`src/rtl/serial_tx_pkg.sv`:
```
// Shared types and line levels for the serial_tx_1b_line transmitter.
// SERIAL_TX_PARITY_EN adds the PARITY state to the state enum.
package serial_tx_pkg;

  typedef enum logic [2:0] {
    ST_IDLE   = 3'd0,
    ST_START  = 3'd1,
    ST_DATA   = 3'd2,
    ST_STOP   = 3'd3
`ifdef SERIAL_TX_PARITY_EN
    ,
    ST_PARITY = 3'd4
`endif
  } state_t;

  localparam logic START_BIT  = 1'b0;
  localparam logic STOP_BIT   = 1'b1;
  localparam logic IDLE_LEVEL = 1'b1;

endpackage

```
`src/rtl/serial_tx_1b_line_if.sv`:
```
// Word handshake into the serial transmitter.
// Valid/ready: a word moves on a posedge where in_val && in_rdy; in_rdy never depends on in_val.
interface serial_tx_1b_line_if #(parameter int NBITS = 8);
  logic             in_val;
  logic             in_rdy;
  logic [NBITS-1:0] in_msg;

  modport master (output in_val, output in_msg, input in_rdy);
  modport slave  (input in_val, input in_msg, output in_rdy);
endinterface

```
`src/rtl/serial_tx_shreg.sv`:
```
// Load / shift-right register feeding data bits LSB first to the line flop.
module serial_tx_shreg #(
  parameter int NBITS = 8
) (
  input  logic             clk,
  input  logic             reset,
  input  logic             load,
  input  logic             shift,
  input  logic [NBITS-1:0] din,
  output logic             lsb
);

  logic [NBITS-1:0] q;

  // load wins over shift so a back-to-back word is never corrupted
  always_ff @(posedge clk) begin
    if (reset) begin
      q <= '0;
    end else if (load) begin
      q <= din;
    end else if (shift) begin
      q <= {1'b0, q[NBITS-1:1]};
    end
  end

  assign lsb = q[0];

endmodule

```
`src/rtl/serial_tx_1b_line.sv`:
```
// Framed 1-bit serial transmitter: start(0), NBITS data LSB first, optional even parity, stop(1).
// Define SERIAL_TX_PARITY_EN to insert the parity bit between data and stop.
module serial_tx_1b_line
  import serial_tx_pkg::*;
#(
  parameter int NBITS = 8
) (
  input  logic                clk,
  input  logic                reset,
  serial_tx_1b_line_if.slave  in_if,
  output logic                out,
  output logic                busy,
  output state_t              dbg_state
);

  localparam int CW = $clog2(NBITS);
  localparam logic [CW-1:0] LAST_BIT = CW'(NBITS - 1);

  state_t        state;
  logic [CW-1:0] bit_cnt;
  logic          xfer;
  logic          shift;
  logic          data_lsb;

  assign in_if.in_rdy = !reset && (state == ST_IDLE || state == ST_STOP);
  assign xfer         = in_if.in_val && in_if.in_rdy;
  assign shift        = (state == ST_START) || (state == ST_DATA);
  assign busy         = (state != ST_IDLE);
  assign dbg_state    = state;

  serial_tx_shreg #(.NBITS(NBITS)) u_shreg (
    .clk   (clk),
    .reset (reset),
    .load  (xfer),
    .shift (shift),
    .din   (in_if.in_msg),
    .lsb   (data_lsb)
  );

`ifdef SERIAL_TX_PARITY_EN
  logic parity;

  always_ff @(posedge clk) begin
    if (reset) begin
      parity <= 1'b0;
    end else if (xfer) begin
      parity <= ^in_if.in_msg;
    end
  end
`endif

  always_ff @(posedge clk) begin
    if (reset) begin
      state   <= ST_IDLE;
      out     <= IDLE_LEVEL;
      bit_cnt <= '0;
    end else begin
      case (state)
        ST_IDLE, ST_STOP: begin
          if (xfer) begin
            state <= ST_START;
            out   <= START_BIT;
          end else begin
            state <= ST_IDLE;
            out   <= IDLE_LEVEL;
          end
        end
        ST_START: begin
          state   <= ST_DATA;
          out     <= data_lsb;
          bit_cnt <= '0;
        end
        ST_DATA: begin
          if (bit_cnt == LAST_BIT) begin
            bit_cnt <= '0;
`ifdef SERIAL_TX_PARITY_EN
            state   <= ST_PARITY;
            out     <= parity;
`else
            state   <= ST_STOP;
            out     <= STOP_BIT;
`endif
          end else begin
            bit_cnt <= bit_cnt + 1'b1;
            out     <= data_lsb;
          end
        end
`ifdef SERIAL_TX_PARITY_EN
        ST_PARITY: begin
          state <= ST_STOP;
          out   <= STOP_BIT;
        end
`endif
        default: begin
          state   <= ST_IDLE;
          out     <= IDLE_LEVEL;
          bit_cnt <= '0;
        end
      endcase
    end
  end

endmodule

```
`src/flat_wrapper.sv`:
```
// flat-port wrapper written by rule: the top's interface ports become plain ports
module serial_tx_1b_line_flat import serial_tx_pkg::*;
#(
  parameter int NBITS = 8
)
  (clk, reset, out, busy, dbg_state, in_if_in_val, in_if_in_msg, in_if_in_rdy);
  serial_tx_1b_line_if #(.NBITS(NBITS)) in_if_i ();
  input  logic clk;
  input  logic reset;
  output logic out;
  output logic busy;
  output state_t dbg_state;
  input wire logic [$bits(in_if_i.in_val)-1:0] in_if_in_val;
  input wire logic [$bits(in_if_i.in_msg)-1:0] in_if_in_msg;
  output wire logic [$bits(in_if_i.in_rdy)-1:0] in_if_in_rdy;
  assign in_if_i.in_val = in_if_in_val;
  assign in_if_i.in_msg = in_if_in_msg;
  assign in_if_in_rdy = in_if_i.in_rdy;
  serial_tx_1b_line #(.NBITS(NBITS)) u_core (.clk(clk), .reset(reset), .in_if(in_if_i), .out(out), .busy(busy), .dbg_state(dbg_state));
endmodule
```
`config.mk`:
```
export PLATFORM = sky130hd
export DESIGN_NAME = serial_tx_1b_line_flat
export DESIGN_NICKNAME = d
export VERILOG_FILES = /design/src/rtl/serial_tx_pkg.sv /design/src/rtl/serial_tx_1b_line_if.sv /design/src/rtl/serial_tx_shreg.sv /design/src/rtl/serial_tx_1b_line.sv /design/src/flat_wrapper.sv
export SDC_FILE = /design/constraint.sdc
export NUM_CORES = 1
export LEC_CHECK = 0
export CAP_MARGIN = 20
export CELL_PAD_IN_SITES_DETAIL_PLACEMENT = 0
export CELL_PAD_IN_SITES_GLOBAL_PLACEMENT = 1
export CORE_ASPECT_RATIO = 1.1
export CORE_MARGIN = 5
export CORE_UTILIZATION = 32
export DETAILED_ROUTE_END_ITERATION = 8
export GPL_TIMING_DRIVEN = 0
export HOLD_SLACK_MARGIN = 0.05
export PLACE_DENSITY_LB_ADDON = 0.3
export RECOVER_POWER = 50
export SLEW_MARGIN = 20
export SYNTH_ARGS = -nofsm -noshare
export SYNTH_HDL_FRONTEND = slang
export SYNTH_SLANG_ARGS = --single-unit
```
`constraint.sdc`:
```
create_clock -name clk -period 1.2 [get_ports clk]
set_input_delay 0.24 -clock clk [delete_from_list [all_inputs] [get_ports clk]]
set_output_delay 0.24 -clock clk [all_outputs]
set_load 0.02 [all_outputs]
```
==> implementation parameters, run 1 <==
Parameter                              Value

GRT
  Number of antenna violations at the first check in global routing    0
  First-pass GRT wire length    2470 um
  Congestion Overflow GR    0
  Largest net degree at the start of global routing    11
  Number of global-route vias before repair    553
  GRT Resource Usage Total    0.104

Routing
  Detail-routed via count per cell    4.45
  Total via count in the routed design    538
  Wire length per cell    10.8 um
  First-pass detailed-route iteration total    2
  DRC violation count after routing    0
  DRT antenna net count    0
  Final wirelength    1310 um
  Number of violations reported at the end of detailed-routing iteration 0    1

Worst setup path
  Worst path required time    960 ps
  Crit. End Element    output port
  Setup Crit Path Kind    reg -> out
  Startpoint Class    register
  R2R Setup Slk    -150 ps
  Data arrival, critical path    1220 ps
  Peak fanout along the critical path    2

Floorplanning
  Initial standard-cell utilization of the core    0.343
  Total Die Area    3250 um^2
  Count of pins on the block boundary    17
  Core Region    2060 um^2
  Die extent in x    54.8 um
  Chip height    59.3 um
  Num rows    17

Power and ir drop
  Leakage power total    0.417 nW
  IR Drop Worst-Case VDD    835 uV
  Pwr/cell area    1820 nW/um^2
  Total Power    1.82 mW

STA
  Max Transition Viols Final    0
  Final period util    1.22
  Final worst-path setup slack    -258 ps
  Shortest clock period the worst path allows after layout    1460 ps
  Unrepaired setup endpoints after global routing    yes
  Final hold violation count    0
  Worst-case clock skew    1.98 ps
  Setup violators final    12
  Highest Clock Rate    0.686 GHz

Run status
  Run status    complete, but fails checks
  Violated checks    setup timing

Synthesis
  Post-synthesis share of cell area spent on full adders, half adders and majority gates    0.0885
  Average footprint of a synthesized cell    9.82 um^2
  Netlist area before placement    707 um^2
  Xor and xnor fraction of the mapped netlist area    0
  Syn Inst Count    72
  Synthesis-stage register bit count    14
  Count of flip-flops with a built-in enable after synthesis    0
  Async set or reset register ratio after synthesis    0
  Dominant combinational cell family by area after synthesis    multiplexers
  Cell with the most instances after synthesis    sky130_fd_sc_hd__dfxtp_1
  Synth Area in Compound Gates    0.0425
  Yosys top cell by area    sky130_fd_sc_hd__dfxtp_1
  Post-Syn Nets    88
  Simple-gate area share of the yosys netlist    0.140
  Most instantiated flip-flop cell in the synthesis netlist    sky130_fd_sc_hd__dfxtp_1
  Sequential cell area fraction in the yosys report    0.396
  Top cell type's share of synthesized area    0.396
  Multiplexer area fraction after synthesis    0.253
  Post-synthesis cell type count    18
  List of most frequent post-synthesis cells    sky130_fd_sc_hd__dfxtp_1, sky130_fd_sc_hd__nor2_1, sky130_fd_sc_hd__mux2i_1, sky130_fd_sc_hd__mux2_2, sky130_fd_sc_hd__ha_1
  Synthesis Warnings    0
  Largest cells by area after synthesis    sky130_fd_sc_hd__dfxtp_1, sky130_fd_sc_hd__mux2i_1, sky130_fd_sc_hd__mux2_2

Cells and area
  Total number of nets in the final design    110
  Share of final-layout standard cells stronger than drive strength 1    0.355
  Filler cell count in the final layout    209
  Ant diodes    0
  Area used by multi-input combinational logic    404 um^2
  Sequential standard cell area    288 um^2
  Synthesis-to-finish area growth    41.4%

Placement
  Post-detailed-placement half-perimeter wirelength    960 um
  Worst slack at placement    -932 ps
  RePlAce Congestion    0.781
  # port buffers    14

Flow run
  Max_cap viols    0

Clocking
  Clock buffer depth    2
  CTS hold repair buffers    0
  H-tree levels    1
  Clk root buf    sky130_fd_sc_hd__clkbuf_4
  Number of clock buffers inserted by TritonCTS    3
  Clock latency on the worst-skew pair    270 ps
  Clock transition at path regs    90 ps
  Clock sink count    14
  Clock tree from TritonCTS    built

Min path
  Path type of the worst min-delay path    in -> reg
[per-layer routing]
layer | global-route usage | routed length, um
met1 | 0.132 | 581
met2 | 0.155 | 654
met3 | 0.0327 | 60
met4 | 0.0534 | 12
met5 | 0 | 0
[power by group]
group,total (mW),internal [mW],switching (mW)
Combinational,0.880,0.477,0.403
Clock,0.335,0.184,0.150
Sequential,0.603,0.555,0.0484
Total,1.82,1.22,0.602
[cell families after synthesis]
group,Yosys count
other,1
adders and majority gates,5
buffers and inverters,8
DFF,14
AOI/OAI and AO/OA,6
muxes,17
and+or+nand+nor,21
[flip-flops by register name, indices dropped and copies added (netlist names)]
name	count
u_core.u_shreg.q	8
u_core.bit_cnt	3
u_core.dbg_state	2
u_core.out	1
[cell type report]
class | count | share of cell area
Buffer | 4 | 0.0476
Clock buffer | 4 | 0.0363
Inverter | 3 | 0.0163
Multi-Input combinational cell | 50 | 0.404
Sequential cell | 14 | 0.288
Tap cell | 28 | 0.0350
Timing Repair Buffer | 18 | 0.173
[metrics by stage]
step / instance area, um^2 / setup TNS (ps) / util / std cells / hold slack, ps
finish: 1000 / -1090 / 0.485 / 121 / 296
global placement: 921 / -4200 / 0.446 / 114 / 468
detailed placement: 921 / -4300 / 0.446 / 114 / 471
global route: 1000 / -2180 / 0.485 / 121 / 327
CTS: 988 / -1200 / 0.479 / 121 / 295
floorplan: 746 / -573 / - / 72 / 299
[worst max-delay path, cell delays in order, from the launching register on]
cell and delay, ps:
sky130_fd_sc_hd__dfxtp_4 360, sky130_fd_sc_hd__inv_4 40, sky130_fd_sc_hd__ha_4 240, sky130_fd_sc_hd__buf_8 120, sky130_fd_sc_hd__nor2_4 70, sky130_fd_sc_hd__buf_6 110
[placed cells by master, fill, tap and decap left out]
cell type,instances
sky130_fd_sc_hd__buf_8,1
sky130_fd_sc_hd__o21ai_0,2
sky130_fd_sc_hd__nor2b_2,1
sky130_fd_sc_hd__clkdlybuf4s50_1,8
sky130_fd_sc_hd__conb_1,1
sky130_fd_sc_hd__ha_2,1
sky130_fd_sc_hd__clkbuf_4,3
sky130_fd_sc_hd__a21oi_1,4
sky130_fd_sc_hd__inv_4,2
sky130_fd_sc_hd__mux2i_1,10
sky130_fd_sc_hd__ha_4,1
sky130_fd_sc_hd__mux2_2,7
sky130_fd_sc_hd__clkbuf_8,2
sky130_fd_sc_hd__nor2_4,1
sky130_fd_sc_hd__or3b_1,1
sky130_fd_sc_hd__nor3b_1,1
sky130_fd_sc_hd__nor2_1,12
sky130_fd_sc_hd__dfxtp_4,2
sky130_fd_sc_hd__dfxtp_1,12
sky130_fd_sc_hd__dlygate4sd2_1,2
sky130_fd_sc_hd__nand2b_1,2
sky130_fd_sc_hd__clkdlybuf4s15_2,1
sky130_fd_sc_hd__buf_4,5
sky130_fd_sc_hd__nand3_1,2
sky130_fd_sc_hd__ha_1,3
sky130_fd_sc_hd__nor3_2,1
sky130_fd_sc_hd__buf_6,4
sky130_fd_sc_hd__inv_2,1
[path summary, 6_finish.rpt]
path	start	cells past startpoint	end
max reg2reg	u_core.dbg_state[0]	5	u_core.dbg_state[0]
max	u_core.dbg_state[0]	5	in_if_in_rdy
min reg2reg	u_core.bit_cnt[1]	2	u_core.bit_cnt[1]
min	in_if_in_val	4	u_core.out
[timing repair]
action,4_1_cts,5_1_grt
buffers inserted,4,0
endpoints found under the setup margin,18,17
resized for setup,27,3
pin swaps,1,0
cloned,0,0
Note: power is estimated with default switching activity, not from simulation.
==> inputs of run 2 (changes only) <==
CORE_ASPECT_RATIO = unset   (was 1.1)
CORE_UTILIZATION = 40   (was 32)
DONT_BUFFER_PORTS = 1   (was unset)
==> implementation parameters, run 2 (same netlist as run 1, synthesis figures left out) <==
Parameter                              Value

Run status
  Run status    complete, but fails checks
  Violated checks    setup timing

GRT
  Number of global-route vias before repair    518
  First-pass GRT wire length    2500 um
  Largest net degree at the start of global routing    11
  Congestion Overflow GR    0
  Number of antenna violations at the first check in global routing    0
  GRT Resource Usage Total    0.130

STA
  Final period util    1.25
  Worst-case clock skew    3.38 ps
  Unrepaired setup endpoints after global routing    yes
  Accumulated negative setup slack    -3040 ps
  Shortest clock period the worst path allows after layout    1500 ps
  Max Transition Viols Final    0
  Final hold violation count    0
  Actual transition at the worst max-transition pin    506 ps
  Highest Clock Rate    0.667 GHz
  Relative slew slack    0.663
  Setup violators final    16
  Final worst-path setup slack    -300 ps

Worst setup path
  Cells traversed along the worst timing path    inv_4, ha_4, buf_8, nor2_4
  CP max stage delay    420 ps
  Data arrival, critical path    1260 ps
  Peak fanout along the critical path    4
  Worst path required time    960 ps
  Startpoint Class    register
  Crit. End Element    output port
  Setup Crit Path Kind    reg -> out
  Critical-path cell with the highest stage delay    sky130_fd_sc_hd__dfxtp_4

Clocking
  Clock latency on the worst-skew pair    290 ps
  Clock buffer depth    2
  H-tree levels    1
  Clk root buf    sky130_fd_sc_hd__clkbuf_4
  Number of clock buffers inserted by TritonCTS    3
  Clock sink count    14
  Clock tree from TritonCTS    built
  Clock transition at path regs    90 ps

Placement
  Total placed instance area    777 um^2
  # port buffers    0
  Post-detailed-placement half-perimeter wirelength    883 um
  RePlAce Congestion    0.633

Power and ir drop
  Pwr/cell area    2050 nW/um^2
  Total Power    1.93 mW
  Leakage power total    0.376 nW
  IR Drop Worst-Case VDD    1100 uV

Cells and area
  Most frequent cells in the layout    sky130_fd_sc_hd__nor2_1, sky130_fd_sc_hd__dfxtp_1, sky130_fd_sc_hd__mux2i_1
  Ant diodes    0
  Total number of nets in the final design    99
  Largest register by flop count    u_core.u_shreg.q
  Max reg flops    8
  Synthesis-to-finish area growth    33.1%
  Post-Layout Inst Area    941 um^2
  Share of final-layout standard cells stronger than drive strength 1    0.439

Flow run
  Max_cap viols    0

Routing
  Final wirelength    1460 um
  First-pass detailed-route iteration total    1
  Number of violations reported at the end of detailed-routing iteration 0    0
  DRT antenna net count    0
  Detail-routed via count per cell    4.74
  Wire length per cell    13.6 um
  DRC violation count after routing    0
  Total via count in the routed design    507

Floorplanning
  Total Die Area    2710 um^2
  Count of pins on the block boundary    17
  Core Region    1710 um^2
  Die extent in x    52.0 um
  Num rows    15
  Initial standard-cell utilization of the core    0.414
  Chip height    52.0 um

Min path
  Path type of the worst min-delay path    in -> reg
run 2: path summary, 6_finish.rpt:
path	start	end	slack (ps)	depth (start not counted)
max	u_core.dbg_state[0]	in_if_in_rdy	-300	4
min	reset	u_core.out	60	2
max reg2reg	u_core.dbg_state[0]	u_core.dbg_state[0]	-290	6
min reg2reg	u_core.u_shreg.q[2]	u_core.u_shreg.q[1]	500	2
run 2: per-stage QoR:
| step | util | std cells | setup WS, ps | hold slack (ps) |
|---|---|---|---|---|
| after detailed placement | 0.455 | 97 | -182 | 304 |
| after global placement | 0.455 | 97 | -178 | 303 |
| after global routing | 0.551 | 107 | -346 | 79.1 |
| final | 0.551 | 107 | -300 | 59.8 |
| after floorplan | - | 72 | -94.0 | 299 |
| after CTS | 0.538 | 106 | -336 | 50.3 |
run 2: report_power, final:
| part | switching (mW) | internal, mW | leakage [nW] | total [mW] |
|---|---|---|---|---|
| clock | 0.160 | 0.185 | 0.0210 | 0.345 |
| combinational | 0.397 | 0.533 | 0.239 | 0.930 |
| sequential | 0.0959 | 0.556 | 0.116 | 0.652 |
| total | 0.653 | 1.27 | 0.376 | 1.93 |
run 2: cell type report:
class                      instances  area [um^2]
sequential                        14          288
tap                               25         31.3
timing repair buffer               7         75.1
inverter                           3         18.8
clock buffer                       4         36.3
fill                             148          767
buffer                             4         37.5
multi-input combinational         50          454
run 2: per-layer routing:
layer / vias to the layer above / GRT usage / part of all wire
li1: 261 / - / -
met1: 231 / 0.151 / 0.44
met2: 11 / 0.201 / 0.49
met3: 4 / 0.0573 / 0.055
met4: 0 / 0.0655 / 0.021
met5: - / 0 / 0
run 2: worst max-delay path, delay by kind of cell, from the launching register on:
family | cells | cell delay (ps)
and+or+nand+nor | 1 | 140
adders and majority gates | 1 | 250
DFF | 1 | 420
buffers and inverters | 2 | 170
run 2: what timing repair did:
item,in CTS,in global routing
pin swaps,4,2
gates resized for setup,13,3
hold endpoints to repair,4,0
endpoints found under the setup margin,16,16
cloned,0,0
setup buffers,5,1
hold buffers,1,0
